[config.mk]
export PLATFORM = sky130hd
export DESIGN_NAME = riscv_decode_ctrl
export DESIGN_NICKNAME = d
export VERILOG_FILES = /design/src/rtl/riscv_decode_pkg.sv /design/src/rtl/riscv_decode_ctrl_branch_cmp.sv /design/src/rtl/riscv_decode_ctrl.sv
export SDC_FILE = /design/constraint.sdc
export NUM_CORES = 1
export LEC_CHECK = 0
export ABC_AREA = 1
export ABC_CLOCK_PERIOD_IN_PS = 1900
export CORE_ASPECT_RATIO = 1.2
export CORE_MARGIN = 2
export CORE_UTILIZATION = 35
export DETAILED_ROUTE_END_ITERATION = 10
export PLACE_DENSITY = 0.8
export SYNTH_ARGS = -nofsm -noshare
export SYNTH_HDL_FRONTEND = slang
export SYNTH_HIERARCHICAL = 1
export SYNTH_SLANG_ARGS = --single-unit
[constraint.sdc]
create_clock -name clock -period 1.9 [get_ports clock]
set_clock_uncertainty 0.2 [all_clocks]
set_input_delay 0.19 -clock clock [delete_from_list [all_inputs] [get_ports clock]]
set_output_delay 0.19 -clock clock [all_outputs]
set_load 0.02 [all_outputs]
[src/rtl/riscv_decode_pkg.sv]
// Shared encodings for the RV32I decode/control block: opcodes, ALU op classes,
// ALU control words and branch funct3 codes.
package riscv_decode_pkg;

  localparam int unsigned OPC_W  = 7;
  localparam int unsigned F3_W   = 3;
  localparam int unsigned ALUOP_W = 3;
  localparam int unsigned CTRL_W = 5;

  localparam logic [OPC_W-1:0] OP_R      = 7'b0110011;
  localparam logic [OPC_W-1:0] OP_I      = 7'b0010011;
  localparam logic [OPC_W-1:0] OP_LOAD   = 7'b0000011;
  localparam logic [OPC_W-1:0] OP_STORE  = 7'b0100011;
  localparam logic [OPC_W-1:0] OP_BRANCH = 7'b1100011;

  localparam logic [ALUOP_W-1:0] ALU_OP_MEM = 3'b000;
  localparam logic [ALUOP_W-1:0] ALU_OP_BR  = 3'b001;
  localparam logic [ALUOP_W-1:0] ALU_OP_R   = 3'b010;
  localparam logic [ALUOP_W-1:0] ALU_OP_I   = 3'b011;

  // {Ainv, Binv, sel[2:0]}
  localparam logic [CTRL_W-1:0] ALU_ADD  = 5'b00010;
  localparam logic [CTRL_W-1:0] ALU_SUB  = 5'b01010;
  localparam logic [CTRL_W-1:0] ALU_AND  = 5'b00000;
  localparam logic [CTRL_W-1:0] ALU_OR   = 5'b00001;
  localparam logic [CTRL_W-1:0] ALU_XOR  = 5'b00011;
  localparam logic [CTRL_W-1:0] ALU_SLL  = 5'b00100;
  localparam logic [CTRL_W-1:0] ALU_SRL  = 5'b00101;
  localparam logic [CTRL_W-1:0] ALU_SRA  = 5'b00110;
  localparam logic [CTRL_W-1:0] ALU_SLT  = 5'b01111;
  localparam logic [CTRL_W-1:0] ALU_SLTU = 5'b11111;

  localparam logic [F3_W-1:0] F3_BEQ  = 3'b000;
  localparam logic [F3_W-1:0] F3_BNE  = 3'b001;
  localparam logic [F3_W-1:0] F3_BLT  = 3'b100;
  localparam logic [F3_W-1:0] F3_BGE  = 3'b101;
  localparam logic [F3_W-1:0] F3_BLTU = 3'b110;
  localparam logic [F3_W-1:0] F3_BGEU = 3'b111;

endpackage

[src/rtl/riscv_decode_ctrl_branch_cmp.sv]
// Branch condition evaluator: compares rs1/rs2 per branch funct3 and flags
// the two reserved funct3 codes.
module branch_cmp
  import riscv_decode_pkg::*;
#(
  parameter int unsigned XLEN = 32
) (
  input  logic [XLEN-1:0] rd1,
  input  logic [XLEN-1:0] rd2,
  input  logic [F3_W-1:0] funct3,
  output logic            cond,
  output logic            illegal_f3
);

  logic w_eq;
  logic w_lt_s;
  logic w_lt_u;

  assign w_eq   = (rd1 == rd2);
  assign w_lt_s = ($signed(rd1) < $signed(rd2));
  assign w_lt_u = (rd1 < rd2);

  always_comb begin
    cond       = 1'b0;
    illegal_f3 = 1'b0;
    case (funct3)
      F3_BEQ:  cond = w_eq;
      F3_BNE:  cond = !w_eq;
      F3_BLT:  cond = w_lt_s;
      F3_BGE:  cond = !w_lt_s;
      F3_BLTU: cond = w_lt_u;
      F3_BGEU: cond = !w_lt_u;
      default: illegal_f3 = 1'b1;
    endcase
  end

endmodule

[src/rtl/riscv_decode_ctrl.sv]
// Single-cycle RV32I main decoder, ALU-control decoder and branch resolver with
// a sticky illegal flag. Define DECODE_BRANCH_CNT_EN to add the taken-branch counter.
module riscv_decode_ctrl
  import riscv_decode_pkg::*;
#(
  parameter int unsigned XLEN = 32
) (
  input  logic                clock,
  input  logic                reset,
  input  logic [OPC_W-1:0]    opcode,
  input  logic [F3_W-1:0]     funct3,
  input  logic                funct7b5,
  input  logic [XLEN-1:0]     rd1,
  input  logic [XLEN-1:0]     rd2,
  output logic                branch,
  output logic                mem_read,
  output logic                mem_to_reg,
  output logic [ALUOP_W-1:0]  alu_op,
  output logic                mem_write,
  output logic                alu_src,
  output logic                reg_write,
  output logic [CTRL_W-1:0]   alu_ctrl,
  output logic                branch_taken,
  output logic                illegal,
`ifdef DECODE_BRANCH_CNT_EN
  output logic [31:0]         taken_count,
`endif
  output logic                illegal_sticky
);

  logic w_bad_opcode;
  logic w_is_branch;
  logic w_cond;
  logic w_illegal_f3;
  logic r_illegal_sticky;

  // Main decode
  always_comb begin
    reg_write    = 1'b0;
    alu_src      = 1'b0;
    mem_to_reg   = 1'b0;
    mem_read     = 1'b0;
    mem_write    = 1'b0;
    branch       = 1'b0;
    alu_op       = ALU_OP_MEM;
    w_bad_opcode = 1'b0;
    case (opcode)
      OP_R: begin
        reg_write = 1'b1;
        alu_op    = ALU_OP_R;
      end
      OP_I: begin
        reg_write = 1'b1;
        alu_src   = 1'b1;
        alu_op    = ALU_OP_I;
      end
      OP_LOAD: begin
        reg_write  = 1'b1;
        alu_src    = 1'b1;
        mem_to_reg = 1'b1;
        mem_read   = 1'b1;
      end
      OP_STORE: begin
        alu_src   = 1'b1;
        mem_write = 1'b1;
      end
      OP_BRANCH: begin
        branch = 1'b1;
        alu_op = ALU_OP_BR;
      end
      default: w_bad_opcode = 1'b1;
    endcase
  end

  // ALU control; funct7b5 only selects SUB for register-register ops
  always_comb begin
    alu_ctrl = ALU_ADD;
    if (alu_op == ALU_OP_BR) begin
      alu_ctrl = ALU_SUB;
    end else if ((alu_op == ALU_OP_R) || (alu_op == ALU_OP_I)) begin
      case (funct3)
        3'b000:  alu_ctrl = ((alu_op == ALU_OP_R) && funct7b5) ? ALU_SUB : ALU_ADD;
        3'b001:  alu_ctrl = ALU_SLL;
        3'b010:  alu_ctrl = ALU_SLT;
        3'b011:  alu_ctrl = ALU_SLTU;
        3'b100:  alu_ctrl = ALU_XOR;
        3'b101:  alu_ctrl = funct7b5 ? ALU_SRA : ALU_SRL;
        3'b110:  alu_ctrl = ALU_OR;
        default: alu_ctrl = ALU_AND;
      endcase
    end
  end

  branch_cmp #(
    .XLEN(XLEN)
  ) u_branch_cmp (
    .rd1       (rd1),
    .rd2       (rd2),
    .funct3    (funct3),
    .cond      (w_cond),
    .illegal_f3(w_illegal_f3)
  );

  assign w_is_branch  = (opcode == OP_BRANCH);
  assign branch_taken = w_is_branch & w_cond;
  assign illegal      = w_bad_opcode | (w_is_branch & w_illegal_f3);

  // Sticky illegal flag; reset wins over a simultaneous illegal
  always_ff @(posedge clock) begin
    if (reset) begin
      r_illegal_sticky <= 1'b0;
    end else if (illegal) begin
      r_illegal_sticky <= 1'b1;
    end
  end

  assign illegal_sticky = r_illegal_sticky;

`ifdef DECODE_BRANCH_CNT_EN
  localparam int unsigned CNT_W = 32;
  logic [CNT_W-1:0] r_taken_count;

  always_ff @(posedge clock) begin
    if (reset) begin
      r_taken_count <= '0;
    end else if (branch_taken) begin
      r_taken_count <= r_taken_count + CNT_W'(1);
    end
  end

  assign taken_count = r_taken_count;
`endif

endmodule

## Word-level counts from Yosys, hierarchy flattened

Index checks and enable logic that the tools add are counted.
W data, S select, Z words.

- Bits in registers: 1
- Logic and storage cells: 46

- $lt $le $gt $ge: 2
- Equality and inequality tests: 16
- Mux-type cells: 14
- Bitwise logic cells: 3
- Reductions and logical operators: 10

Operators with widths:

| cell | count |
|---|---|
| $lt A32 B32 Y1 | 2 |
| $pmux W5 S7 | 1 |
| $eq A32 B32 Y1 | 1 |
| $eq A7 B6 Y1 const B | 2 |
| $eq A3 B2 Y1 const B | 4 |
| $eq A3 B3 Y1 const B | 4 |
| $mux W5 | 2 |
| $eq A7 B2 Y1 const B | 1 |
| $eq A7 B5 Y1 const B | 1 |
| $eq A7 B7 Y1 const B | 1 |
| $mux W1 | 7 |
| $eq A3 B1 Y1 const B | 2 |
| $pmux W1 S6 | 1 |
| $pmux W2 S3 | 1 |
| $reduce_or A3 Y1 | 2 |
| $reduce_or A6 Y1 | 1 |
| $reduce_or A5 Y1 | 1 |
| $mux W4 | 1 |
| $logic_not A1 Y1 | 3 |
| $logic_not A3 Y1 | 1 |
| $and A1 B1 Y1 | 2 |
| $mux W2 | 1 |
| $logic_and A1 B1 Y1 | 1 |
| $logic_or A1 B1 Y1 | 1 |
| $or A1 B1 Y1 | 1 |

## Longest topological paths before layout

- Word-level depth: 8
- Mapped depth: 19
- Depth with buffers taken out: 19

## Cells and area by module

Netlist, hierarchy kept.

By module, submodules not included:

| module | times used | cells each | area each (sq um) |
|---|---|---|---|
| branch_cmp | 1 | 167 | 996.0 |
| riscv_decode_ctrl | 1 | 53 | 299.0 |

## Least setup slack after synthesis

Ideal clock, no wire load.

- Kind: input port to output port
- Start: input port rd2[19]
- End: output port branch_taken
- Data arrival time: 1.605 ns
- Required time: 1.510 ns
- Slack: -0.095 ns
- Stages on the path: 15
- Path buffers: 0
- Path through: inv_1 -> ha_1 -> nand2_1 -> inv_2 -> nand2_1 -> nand2_1 -> nand2_1 -> nand3_2 -> a21oi_2 -> nand3_1 -> nand2_1 -> nand2_1 -> nand3_1 -> inv_1 -> nor2_1

- Word-level cells in the longest chain between the ends: 4

RTL lines:

| element | RTL line | text |
|---|---|---|
| start: declaration | riscv_decode_ctrl.sv:14 | `input logic [XLEN-1:0] rd2,` |
| $lt A32 B32 Y1, or another cell as far along | riscv_decode_ctrl_branch_cmp.sv:21 | `assign w_lt_u = (rd1 < rd2);` |
| $logic_not A1 Y1 (on tied branches) | riscv_decode_ctrl_branch_cmp.sv:32, riscv_decode_ctrl_branch_cmp.sv:28, riscv_decode_ctrl_branch_cmp.sv:30 |  |
| $pmux W1 S6 * | riscv_decode_ctrl_branch_cmp.sv:26 | `case (funct3)` |
| net w_cond | riscv_decode_ctrl.sv:33 | `logic w_cond;` |
| $and A1 B1 Y1 * | riscv_decode_ctrl.sv:105 | `assign branch_taken = w_is_branch & w_cond;` |
| end: declaration | riscv_decode_ctrl.sv:23 | `output logic branch_taken,` |

The timed path passes the listed nets; every way through them passes the cells marked *.

## Worst setup path in the final report

- Start: input port rd1[18]
- End: output port branch_taken

- Word-level cells in the longest chain between the ends: 4

RTL lines:

| element | RTL line | text |
|---|---|---|
| start: declaration | riscv_decode_ctrl.sv:13 | `input logic [XLEN-1:0] rd1,` |
| $lt A32 B32 Y1, or another cell as far along | riscv_decode_ctrl_branch_cmp.sv:21 |  |
| $logic_not A1 Y1 (on tied branches) | riscv_decode_ctrl_branch_cmp.sv:32, riscv_decode_ctrl_branch_cmp.sv:28, riscv_decode_ctrl_branch_cmp.sv:30 |  |
| $pmux W1 S6 * | riscv_decode_ctrl_branch_cmp.sv:26 |  |
| net w_cond | riscv_decode_ctrl.sv:33 |  |
| $and A1 B1 Y1 * | riscv_decode_ctrl.sv:105 |  |

Marked as above.

==> run summary <==
Largest net degree at the start of global routing - 7
Yosys reg bits - 1
Die Ht - 70.6 µm
Setup ws final - -0.198 ns
Clock-pin slew on the worst setup and hold paths - 0 ns
Area of the multi-input gates - 1650 µm²
Fillers - 299
Drt via density - 4.74
Num rows - 24
Final core occ - 0.738
WS Path Type - in -> out
Post-synth EDFFs - 0
Unique cell type count in the Yosys netlist - 27
Final Cell Area - 2660 µm²
Grt total ovfl - 0
Main synth FF type - dfxtp_1
Die area - 4200 µm²
PwrDens - 231 nW/µm²
Critical path origin - rd1[18]
Crit-path most repeated cell - nand2_1
Routed len/inst - 12.0 µm
DP Wirelength - 3020 µm
Setup TNS Final - -0.198 ns
Req. time, crit path - 1.51 ns
RSZ-0062 raised after global routing - yes
Power, Total - 0.613 mW
Failing checks - setup timing
Seq/Total Area, Yosys - 0.0155
Fmax - 0.477 GHz
Routability Congestion - 0.801
CP max stage delay - 0.23 ns
Slowest-stage cell, CP - ha_4
Fin crit share - 1.10
Die width - 59.5 µm
CTS Hold Bufs - 0
Crit-path cells - buf_2 -> ha_4 -> nand2_2 -> inv_2 -> nand2_1 -> nand2_1 -> nand2_1 -> nand3_2 -> a21oi_4 -> nand2_2 -> nand2_2 -> nand2_1 -> nand2_1 -> nand3_2 -> inv_2 -> nor2_4 -> buf_6
Final min period - 2.10 ns
Antenna cells - 0
First-pass GRT wire length - 6910 µm
Hold Startpoint - illegal_sticky
Hold/Removal Path Class - reg -> reg
Initial Util - 0.359
Asr flop ratio synth - 0
Path depth of the worst reg2reg path - 2
Sequential Area - 20.0 µm²
Worst setup EP type - primary output
VDD IR max - 122 µV
P&R area growth vs syn - 105%
Hold Fails Final Rpt - 0
CP bufs+invs - 4
CORE AREA - 3600 µm²
Synth Area per Inst - 5.89 µm²
Max_cap viols - 0
Setup crit start kind - input pin
Vias in the first global route - 1822
Iter 0 DRT Violations - 44
Initial antenna violation count - 0
Clk_lat worst skew - 0 ns
Reg2reg start - illegal_sticky
Port bufs - 92
Post-Syn Area - 1290 µm²
Top delay family on crit path - simple AND/OR/NAND/NOR gates
Crit path max fanout - 3
Mapped Cells - 220
Via count - 1721
Placed cell area - 2370 µm²
Tot GR Track Use - 0.196
Final setup violation count - 1
Data arrival, critical path - 1.71 ns
Final ANT Viol Nets - 0
Residual DRC count - 0
Layout cells sized above 1 - 0.710
Drt pass-1 iters - 4
CP Depth - 17
Final slew viol count - 0
Leakage Power - 1.36 nW
Final Net Count - 435
Place WS - -1.09 ns
# IOs - 94
Post-Syn Nets - 329
Hold Path Depth - 2
Largest register FFs - 1
Status - finished with violations
Total Wirelength - 4350 µm
Syn. warnings - 6
## power by group
part           switching, mW  internal (mW)  total (mW)
combinational          0.284          0.306       0.590
clock                      0              0           0
sequential          0.000595         0.0227      0.0233
## path summary, 6_finish.rpt
path                                  endpoint  slack (ns)
worst max-delay path              branch_taken       -0.20
worst min-delay path            illegal_sticky        0.25
worst max register to register  illegal_sticky        1.15
worst min register to register  illegal_sticky        0.25
## metal layers
layer	track usage	share of wire
met2	0.419	0.54
met4	0.0173	0.022
met1	0.196	0.36
met5	0	0
met3	0.0238	0.080
## worst reg2reg max path, cell delays in order (launching register included)
cell and delay, ns:
dfxtp_1 0.31, inv_1 0.04, a21oi_1 0.13
## cell type report
| class | count | area share |
|---|---|---|
| inverters | 59 | 0.0852 |
| multi-input cells | 158 | 0.621 |
| flip-flops and latches | 1 | 0.00753 |
| well taps | 39 | 0.0184 |
| repair buffers | 106 | 0.268 |
## per-stage QoR
stage / hold WS [ns] / std cells
after floorplan: 0.0591 / 220
after global placement: 0.235 / 362
after detailed placement: 0.258 / 362
after CTS: 0.255 / 362
after global routing: 0.273 / 363
final: 0.249 / 363
## cells in the mapped netlist, types with 2 or more instances
master | instances | area (µm²)
inv_1 | 53 | 199
nand2_1 | 45 | 169
ha_1 | 32 | 400
nor2_1 | 22 | 82.6
a21oi_1 | 15 | 75.1
inv_2 | 6 | 22.5
nand2_2 | 6 | 37.5
nand3_1 | 6 | 30.0
nor3_1 | 6 | 30.0
nor2_2 | 4 | 25.0
nand4_1 | 3 | 18.8
o21ai_0 | 3 | 15.0
a21oi_2 | 2 | 17.5
buf_4 | 2 | 15.0
nor2_4 | 2 | 22.5
o21ai_1 | 2 | 10.0
## cells by family (layout without fill, tap and decap cells)
| family | after synthesis | count (layout) | synth area share |
|---|---|---|---|
| adder cells (fa/ha/maj) | 32 | 32 | 0.309 |
| other | 1 | 1 | 0.00290 |
| AO/OA/AOI/OAI | 26 | 26 | 0.115 |
| AND/OR/NAND/NOR | 99 | 99 | 0.375 |
| buffers and inverters | 61 | 165 | 0.183 |
| flip-flops | 1 | 1 | 0.0155 |
## cell usage in the layout, fill, tap and decap left out, types with 3 or more instances in the layout
| master | count |
|---|---|
| clkbuf_2 | 53 |
| nand4_1 | 3 |
| buf_6 | 7 |
| a21oi_1 | 3 |
| dlygate4sd2_1 | 3 |
| nand2_2 | 20 |
| inv_2 | 37 |
| inv_1 | 20 |
| nor3_1 | 5 |
| a21oi_2 | 12 |
| nor2_4 | 8 |
| buf_2 | 14 |
| buf_4 | 14 |
| ha_4 | 29 |
| nor2_2 | 8 |
| clkdlybuf4s50_1 | 11 |
| nor2_1 | 12 |
| nand2_1 | 24 |
| nand3_2 | 5 |
| nand2_4 | 7 |
## timing repair
item,4_1_cts,5_1_grt
buffers inserted,0,1
endpoints found under the hold margin,0,0
setup endpoints to repair,15,12
pin swaps,82,79
resized for setup,240,155
(Power assumes the default switching activity.)
